## src/rtl/strobe_interval_meter.sv

```systemverilog
`default_nettype none
// ============================================================================
// Module   : strobe_interval_meter
// Brief    : Counts enable ticks between consecutive strobes using a chunked,
//            carry-pipelined counter. Each interval is resolved through a
//            LATENCY-deep pipeline and presented on a valid/ready output.
// Revision : 1.0 - initial release
// ============================================================================
module strobe_interval_meter #(
    parameter int WIDTH   = 32,
    parameter int LATENCY = 1
) (
    input  logic             clk,
    input  logic             rst,
    input  logic             enable,
    input  logic             strobe,
    output logic             armed,
    output logic [WIDTH-1:0] measure_value,
    output logic             measure_overflow,
    output logic             measure_valid,
    input  logic             measure_ready,
    output logic             overrun
);

    // Chunk geometry: LATENCY chunks at most, the last one holds the remainder.
    localparam int ALU_WIDTH   = (WIDTH + LATENCY - 1) / LATENCY;
    localparam int CHUNK_COUNT = (WIDTH + ALU_WIDTH - 1) / ALU_WIDTH;
    // Pipeline word: {overflow, pending carries, partial value}.
    localparam int STAGE_WIDTH = 1 + CHUNK_COUNT + WIDTH;

    typedef enum logic [0:0] {
        ARMING  = 1'b0,
        MEASURE = 1'b1
    } state_t;

    state_t state;
    state_t state_next;

    // ------------------------------------------------------------------------
    // Adds a one-bit increment into every chunk independently; the carry-out
    // of each chunk is returned separately instead of entering the next chunk.
    // Result packing: {chunk carry-outs, chunk sums}.
    // ------------------------------------------------------------------------
    function automatic logic [CHUNK_COUNT+WIDTH-1:0] chunk_add(
        input logic [WIDTH-1:0]       value,
        input logic [CHUNK_COUNT-1:0] carry_in
    );
        logic [WIDTH-1:0]       sum;
        logic [CHUNK_COUNT-1:0] carry_out;
        logic                   c;
        sum       = '0;
        carry_out = '0;
        c         = 1'b0;
        for (int b = 0; b < WIDTH; b++) begin
            if ((b % ALU_WIDTH) == 0) begin
                c = carry_in[b / ALU_WIDTH];
            end
            sum[b] = value[b] ^ c;
            c      = c & value[b];
            if (((b % ALU_WIDTH) == (ALU_WIDTH - 1)) || (b == WIDTH - 1)) begin
                carry_out[b / ALU_WIDTH] = c;
            end
        end
        return {carry_out, sum};
    endfunction

    // ------------------------------------------------------------------------
    // One resolver step: every pending carry moves one chunk up. Whatever
    // leaves the top chunk becomes overflow, so the top pending bit of the
    // returned word is always zero.
    // ------------------------------------------------------------------------
    function automatic logic [STAGE_WIDTH-1:0] ripple(
        input logic [STAGE_WIDTH-1:0] word
    );
        logic [WIDTH-1:0]       value;
        logic [CHUNK_COUNT-1:0] pend;
        logic                   ovf;
        logic [CHUNK_COUNT-1:0] cin;
        logic [CHUNK_COUNT-1:0] cout;
        logic [WIDTH-1:0]       sum;
        value = word[WIDTH-1:0];
        pend  = word[WIDTH +: CHUNK_COUNT];
        ovf   = word[STAGE_WIDTH-1];
        cin   = '0;
        for (int i = 1; i < CHUNK_COUNT; i++) begin
            cin[i] = pend[i-1];
        end
        {cout, sum} = chunk_add(value, cin);
        ovf = ovf | pend[CHUNK_COUNT-1] | cout[CHUNK_COUNT-1];
        cout[CHUNK_COUNT-1] = 1'b0;
        return {ovf, cout, sum};
    endfunction

    // ------------------------------------------------------------------------
    // Control FSM
    // ------------------------------------------------------------------------

    // State register.
    always_ff @(posedge clk or negedge rst) begin
        if (!rst) begin
            state <= ARMING;
        end else begin
            state <= state_next;
        end
    end

    // Next state: the first strobe after reset only opens the first window.
    always_comb begin
        state_next = state;
        case (state)
            ARMING:  if (strobe) state_next = MEASURE;
            MEASURE: state_next = MEASURE;
            default: state_next = ARMING;
        endcase
    end

    assign armed = (state == MEASURE);

    // ------------------------------------------------------------------------
    // Chunked interval counter
    // ------------------------------------------------------------------------
    logic [WIDTH-1:0]       cnt;
    logic [CHUNK_COUNT-1:0] carry;     // registered carry-out of each chunk
    logic                   wrap;      // sticky: top chunk has carried out
    logic [CHUNK_COUNT-1:0] cnt_cin;
    logic [CHUNK_COUNT-1:0] cnt_cout;
    logic [WIDTH-1:0]       cnt_next;

    // Chunk 0 takes the tick, every other chunk the carry of the one below.
    always_comb begin
        cnt_cin    = '0;
        cnt_cin[0] = enable;
        for (int i = 1; i < CHUNK_COUNT; i++) begin
            cnt_cin[i] = carry[i-1];
        end
    end

    assign {cnt_cout, cnt_next} = chunk_add(cnt, cnt_cin);

    // Counter state: held cleared while arming and restarted on every strobe.
    always_ff @(posedge clk or negedge rst) begin
        if (!rst) begin
            cnt   <= '0;
            carry <= '0;
            wrap  <= 1'b0;
        end else if ((state != MEASURE) || strobe) begin
            cnt   <= '0;
            carry <= '0;
            wrap  <= 1'b0;
        end else begin
            cnt   <= cnt_next;
            carry <= cnt_cout;
            wrap  <= wrap | carry[CHUNK_COUNT-1];
        end
    end

    // ------------------------------------------------------------------------
    // Capture: snapshot of the counter including this cycle's tick. Carries
    // leaving the top chunk (now, last cycle, or earlier) go straight into
    // the overflow bit; the remaining carries are resolved downstream.
    // ------------------------------------------------------------------------
    logic [STAGE_WIDTH-1:0] cap_word;
    logic                   cap_vld;
    logic [CHUNK_COUNT-1:0] cap_pend;
    logic                   cap_ovf;

    // Pack the capture word.
    always_comb begin
        cap_pend                = cnt_cout;
        cap_pend[CHUNK_COUNT-1] = 1'b0;
        cap_ovf                 = wrap | carry[CHUNK_COUNT-1] | cnt_cout[CHUNK_COUNT-1];
        cap_word                = {cap_ovf, cap_pend, cnt_next};
    end

    assign cap_vld = (state == MEASURE) && strobe;

    // ------------------------------------------------------------------------
    // Resolver pipeline: stage 0 holds the raw capture, each further register
    // transfer (including the one into the output register) ripples once.
    // ------------------------------------------------------------------------
    logic [STAGE_WIDTH-1:0] last_word;
    logic                   last_vld;

    generate
        if (LATENCY > 1) begin : g_pipe
            logic [STAGE_WIDTH-1:0] stage_word [LATENCY-1];
            logic [LATENCY-2:0]     stage_vld;

            // Shift captures through the resolver, one ripple per stage.
            always_ff @(posedge clk or negedge rst) begin
                if (!rst) begin
                    for (int k = 0; k < LATENCY - 1; k++) begin
                        stage_word[k] <= '0;
                    end
                    stage_vld <= '0;
                end else begin
                    stage_word[0] <= cap_word;
                    stage_vld[0]  <= cap_vld;
                    for (int k = 1; k < LATENCY - 1; k++) begin
                        stage_word[k] <= ripple(stage_word[k-1]);
                        stage_vld[k]  <= stage_vld[k-1];
                    end
                end
            end

            assign last_word = stage_word[LATENCY-2];
            assign last_vld  = stage_vld[LATENCY-2];
        end else begin : g_direct
            assign last_word = cap_word;
            assign last_vld  = cap_vld;
        end
    endgenerate

    logic [STAGE_WIDTH-1:0] res_word;
    assign res_word = ripple(last_word);

    // ------------------------------------------------------------------------
    // Output register with overrun detection
    // ------------------------------------------------------------------------

    // Load a resolved result when the slot is free or being emptied; otherwise
    // drop it and flag overrun for one cycle. Any carry still pending after
    // the last ripple is counted as overflow.
    always_ff @(posedge clk or negedge rst) begin
        if (!rst) begin
            measure_valid    <= 1'b0;
            measure_value    <= '0;
            measure_overflow <= 1'b0;
            overrun          <= 1'b0;
        end else begin
            overrun <= 1'b0;
            if (last_vld) begin
                if (!measure_valid || measure_ready) begin
                    measure_valid    <= 1'b1;
                    measure_value    <= res_word[WIDTH-1:0];
                    measure_overflow <= res_word[STAGE_WIDTH-1] |
                                        (|res_word[WIDTH +: CHUNK_COUNT]);
                end else begin
                    overrun <= 1'b1;
                end
            end else if (measure_valid && measure_ready) begin
                measure_valid <= 1'b0;
            end
        end
    end

endmodule
`default_nettype wire

```

## config.mk

```make
export PLATFORM = sky130hd
export DESIGN_NAME = strobe_interval_meter
export DESIGN_NICKNAME = d
export VERILOG_FILES = /design/src/rtl/strobe_interval_meter.sv
export SDC_FILE = /design/constraint.sdc
export NUM_CORES = 1
export LEC_CHECK = 0
export CORE_MARGIN = 5
export CORE_UTILIZATION = 54
export CTS_CLUSTER_DIAMETER = 60
export DETAILED_ROUTE_END_ITERATION = 10
export GPL_TIMING_DRIVEN = 0
export MAX_ROUTING_LAYER = met4
export PLACE_DENSITY = 0.79
export SLEW_MARGIN = 20
export SYNTH_ARGS = -nofsm -noshare
export SYNTH_HDL_FRONTEND = slang
export SYNTH_SLANG_ARGS = --single-unit
```

## constraint.sdc

```tcl
create_clock -name clk -period 8.6 [get_ports clk]
set_clock_uncertainty 0.05 [all_clocks]
set_input_delay 1.72 -clock clk [delete_from_list [all_inputs] [get_ports clk]]
set_output_delay 1.72 -clock clk [all_outputs]
set_load 0.1 [all_outputs]
```

# Word level (Yosys, flattened, before mapping)
# Cells that the tools add are included.
[totals] wordCells=94 ff_bits=70 input_bits=5 out_inout_bits=36
[classes] bitwise_logic=67 eq_ne=1 muxes=10 n_reduce_logical=8
[ops] cell="1-bit bitwise AND" n=32
[ops] cell="32-bit two-way mux" n=1
[ops] cell="1-bit XOR" n=32
[ops] cell="1-bit two-way mux" n=8
[ops] cell="2-bit AND reduction" n=2
[ops] cell="1-bit logical AND" n=2
[ops] cell="1-bit logical OR" n=2
[ops] cell="2-bit by 1-bit inequality test with 1-bit output (second input constant)" n=1
[ops] cell="1-bit bitwise OR" n=2
[ops] cell="1-bit case mux with 2 select lines" n=1
[ops] cell="2-bit nonzero test" n=1
[ops] cell="1-bit zero test" n=1
[ops] cell="1-bit NOT" n=1

# Logic depth before layout (Yosys ltp)
[logic_depth] ltp_word=33 mapped_depth=34 mapped_depth_nobuf=34

# Worst setup path after synthesis
# OpenSTA, ideal clock, no wires.
[synth_path] path_type="input to register" startpoint="input enable" endpoint="register measure_overflow" arrival_time_ns=7.813 setup_time_ns=0.125 path_stages=34 n_path_buf=0 setup_slack_ns=0.612 cell_sequence="ha_1 -> ha_1 -> ha_1 -> ha_1 -> ha_1 -> ha_1 -> ha_1 -> ha_1 -> ha_1 -> ha_1 -> ha_1 -> ha_1 -> ha_1 -> ha_1 -> ha_1 -> ha_1 -> ha_1 -> ha_1 -> ha_1 -> ha_1 -> ha_1 -> ha_1 -> ha_1 -> ha_1 -> ha_1 -> ha_1 -> ha_1 -> ha_1 -> ha_1 -> ha_1 -> ha_1 -> ha_1 -> or3_1 -> mux2_2"
[synth_between] elab_chain_cells=33
[synth_rtl] item="from (decl)" line_no="15" rtl="input logic enable,"
[synth_rtl] item="1-bit bitwise AND (32 in series)" line_no="59" rtl="c = c & value[b];"
[synth_rtl] item="1-bit bitwise OR" line_no="171" rtl="cap_ovf = wrap | carry[CHUNK_COUNT-1] | cnt_cout[CHUNK_COUNT-1];"
[synth_rtl] item="to (signal assigned)" line_no="236" rtl="measure_overflow <= res_word[STAGE_WIDTH-1] |"
[synth_rtl] item="to (decl)" line_no="19" rtl="output logic measure_overflow,"
# No other way between the ends.
# A chain may end at the register's enable or synchronous reset.

# Worst setup path in the final report
# Same ends and word-level chain as after synthesis.

==> out/metrics.csv <==
stage,metric,value,unit
timing,setup_viol,0,
final_layout,nets,273,
setup_path,path_buf_inv,1,
drt,post_drt_wl_per_cell,13.9,um
setup_path,r2r_cells,34,
setup_path,critPathKind,in -> reg,
power,pwr-share-clk,38.3,%
drt,drt_pre_antenna_iters,4,
power,p_int,0.489,mW
setup_path,setup.worst_path.start_class,primary input,
power,power_density,173,nW/um2
power,netSwitchingFraction,23.8,%
power,switching_power,0.153,mW
cts,clockBufferDepth,2,
logic_synthesis,synth.avg_cell_area,16.3,um2
job,maxCapViolCount,0,
drt,routed_wl,4330,um
drt,vias,1507,
cts,cts.sinks,70,
cts,cts_max_level,3,
timing,fin_ws,0.292,ns
global_routing,grt_pass1_wl,7840,um
die,fp.dieW,84.5,um
global_routing,grt_usage,14.4,%
placement,place_worst_setup_slack,-0.156,ns
cts,clk-insertion-delay-late,0.33,ns
power,power_leakage,1.98,nW
drt,drtIter0Drc,48,
logic_synthesis,ys_warn_count,0,
cts,path_clk_slew,0.07,ns
global_routing,grt_pass1_vias,1678,
cts,post_cts_buffers,0,
timing,slew-limit-headroom,34.0,%
setup_path,slowest_delay,0.40,ns
timing,rsz0062_at_grt,false,
setup_path,cp.required,8.77,ns
setup_path,cp_slowest_cell,clkdlybuf4s50_1,
setup_path,crit_path_max_fanout,2,
logic_synthesis,yosysTopAreaCell,dfrtp_1,
power,pwr-share-comb,9.5,%
setup_path,critPathMostFrequentCell,ha_1,
placement,dp_hpwl,2980,um
cts,cts_tree,built,
die,die_y,84.5,um
final_layout,antenna_cells,0,
die,die-area,7130,um2
global_routing,grt_max_degree,56,
setup_path,critPathTopFamily,adder cells,
timing,worstMarginPinSlew,0.986,ns
logic_synthesis,netlist_area,2990,um2
logic_synthesis,syn_inst,184,
timing,timing.final.crit_share,96.6,%
placement,dp.cells,297,
logic_synthesis,syn_nets,221,
timing,finalCriticalPeriod,8.31,ns
logic_synthesis,synth_top_area_share,58.5,%
setup_path,reg2reg_slack,1.73,ns
setup_path,cp-end-kind,flop,
final_layout,final_cells,312,
power,ir_drop,0.000136,V
placement,place_congestion,0.680,
timing,max_freq,0.120,GHz
final_layout,drive_gt1_share,24.6,%
cts,cts-root-buf,clkbuf_8,
placement,portBuffers,40,
die,num_rows,27,
outcome,status,completed,
timing,slew_viol_final,0,
power,totalPowerFinal,0.642,mW
logic_synthesis,synthTopCellsByArea,"dfrtp_1 59%, mux2_4 15%, ha_1 13%, and2_1 6.9%, buf_12 2.0%",
logic_synthesis,ys_seq_elements,70,
cts,cts_buffers,9,
logic_synthesis,ys_types,17,
drt,avgViaCountPerCell,4.83,
setup_path,worstPathArrival,8.48,ns
cts,postCtsHoldBufs,0,
timing,hold_viol,0,
global_routing,antenna_found_initial,0,
hold_path,hold_depth,1,
global_routing,grt_remaining_overflow,0,
die,io-pin-count,41,
die,initial_core_util,55.0,%
hold_path,hold_path.class,reg -> reg,
final_layout,synthToLayoutAreaGrowth,23.7,%
final_layout,fin_util,68.1,%
logic_synthesis,seq_area_frac_synth,58.5,%
timing,worst_hold_slack,0.433,ns
drt,antenna_left,0,
power,p_seq_share,52.2,%
drt,drcViolationCount,0,
setup_path,timing.critical_path.depth,35,
die,coreArea,5440,um2
[synth_stat cells]
cell,number
or2_2,1
buf_6,1
nand2_2,1
nor2_1,1
nand2_1,1
nor2b_4,1
buf_12,3
mux2_4,30
or3_1,1
nand2b_4,1
dfrtp_1,70
ha_1,32
o21a_1,1
and2_1,33
clkbuf_1,3
mux2_2,3
and2b_1,1
[cells in the final DEF, fill, tap and decap left out, types with 3 or more instances in the layout]
cell type and n:
ha_2 3, and2_1 33, mux2_2 3, buf_12 3
clkbuf_1 5, mux2_4 30, clkbuf_8 13, dfrtp_1 70
clkdlybuf4s50_1 39, ha_1 29
[what timing repair did]
action / 4_1_cts / 5_1_grt
resized for setup: 0 / 3
endpoints found under the setup margin: 0 / 1
hold endpoints to repair: 0 / 0
[worst reg2reg max path: cells and delay by family (launching register included)]
kind          cells  cell delay (ns)
fa+ha+maj        32             5.71
flops             1             0.37
mux               1             0.26
simple gates      1             0.36
[per-layer routing]
metal	track usage (%)	part of all wire, %
met5	-	0
met4	5.61	1.3
met3	5.20	4.5
met2	20.7	45
met1	18.7	49
[final timing paths]
check	start	endpoint
max	enable	measure_overflow
min	wrap	wrap
max reg2reg	cnt[0]	measure_overflow
min reg2reg	wrap	wrap
max in group asynchronous	rst	cnt[9]
min in group asynchronous	rst	measure_value[14]
[power by group through the flow]
stage | Clock [mW] | Sequential (mW) | Combinational (mW)
final | 0.246 | 0.335 | 0.0610
after CTS | 0.253 | 0.335 | 0.0622
after global placement | 0 | 0.341 | 0.0605
after global routing | 0.268 | 0.336 | 0.0657
after floorplan | 0 | 0.363 | 0.0208
after detailed placement | 0 | 0.341 | 0.0620
[through the flow]
stage	area [um2]	TNS, ns
floorplan	2990	0
global route	3700	0
CTS	3700	0
global placement	3480	-0.168
finish	3700	0
detailed placement	3510	-0.156
[cell type report]
class,count,area (um2)
repair buffers,41,425
fillers,383,1740
clock buffers,15,186
plain buffers,7,82.6
flip-flops and latches,70,1750
multi-input cells,107,1170
well taps,72,90.1
[cell families (layout without fill, tap and decap cells)]
group	after synthesis	after routing	synth area share [%]
muxes	33	33	16.2
adders and majority gates	32	32	13.4
AOI/OAI and AO/OA	1	1	0.251
buffers and inverters	7	63	2.76
and+or+nand+nor	41	41	8.94
DFF	70	70	58.5
[flip-flops by register name, summed over array words and instances, names as in the netlist]
signal and cells:
measure_overflow 1, overrun 1, carry 1, cnt 32
wrap 1, armed 1, measure_value 32, measure_valid 1
Power figures use the tool's default switching activity.
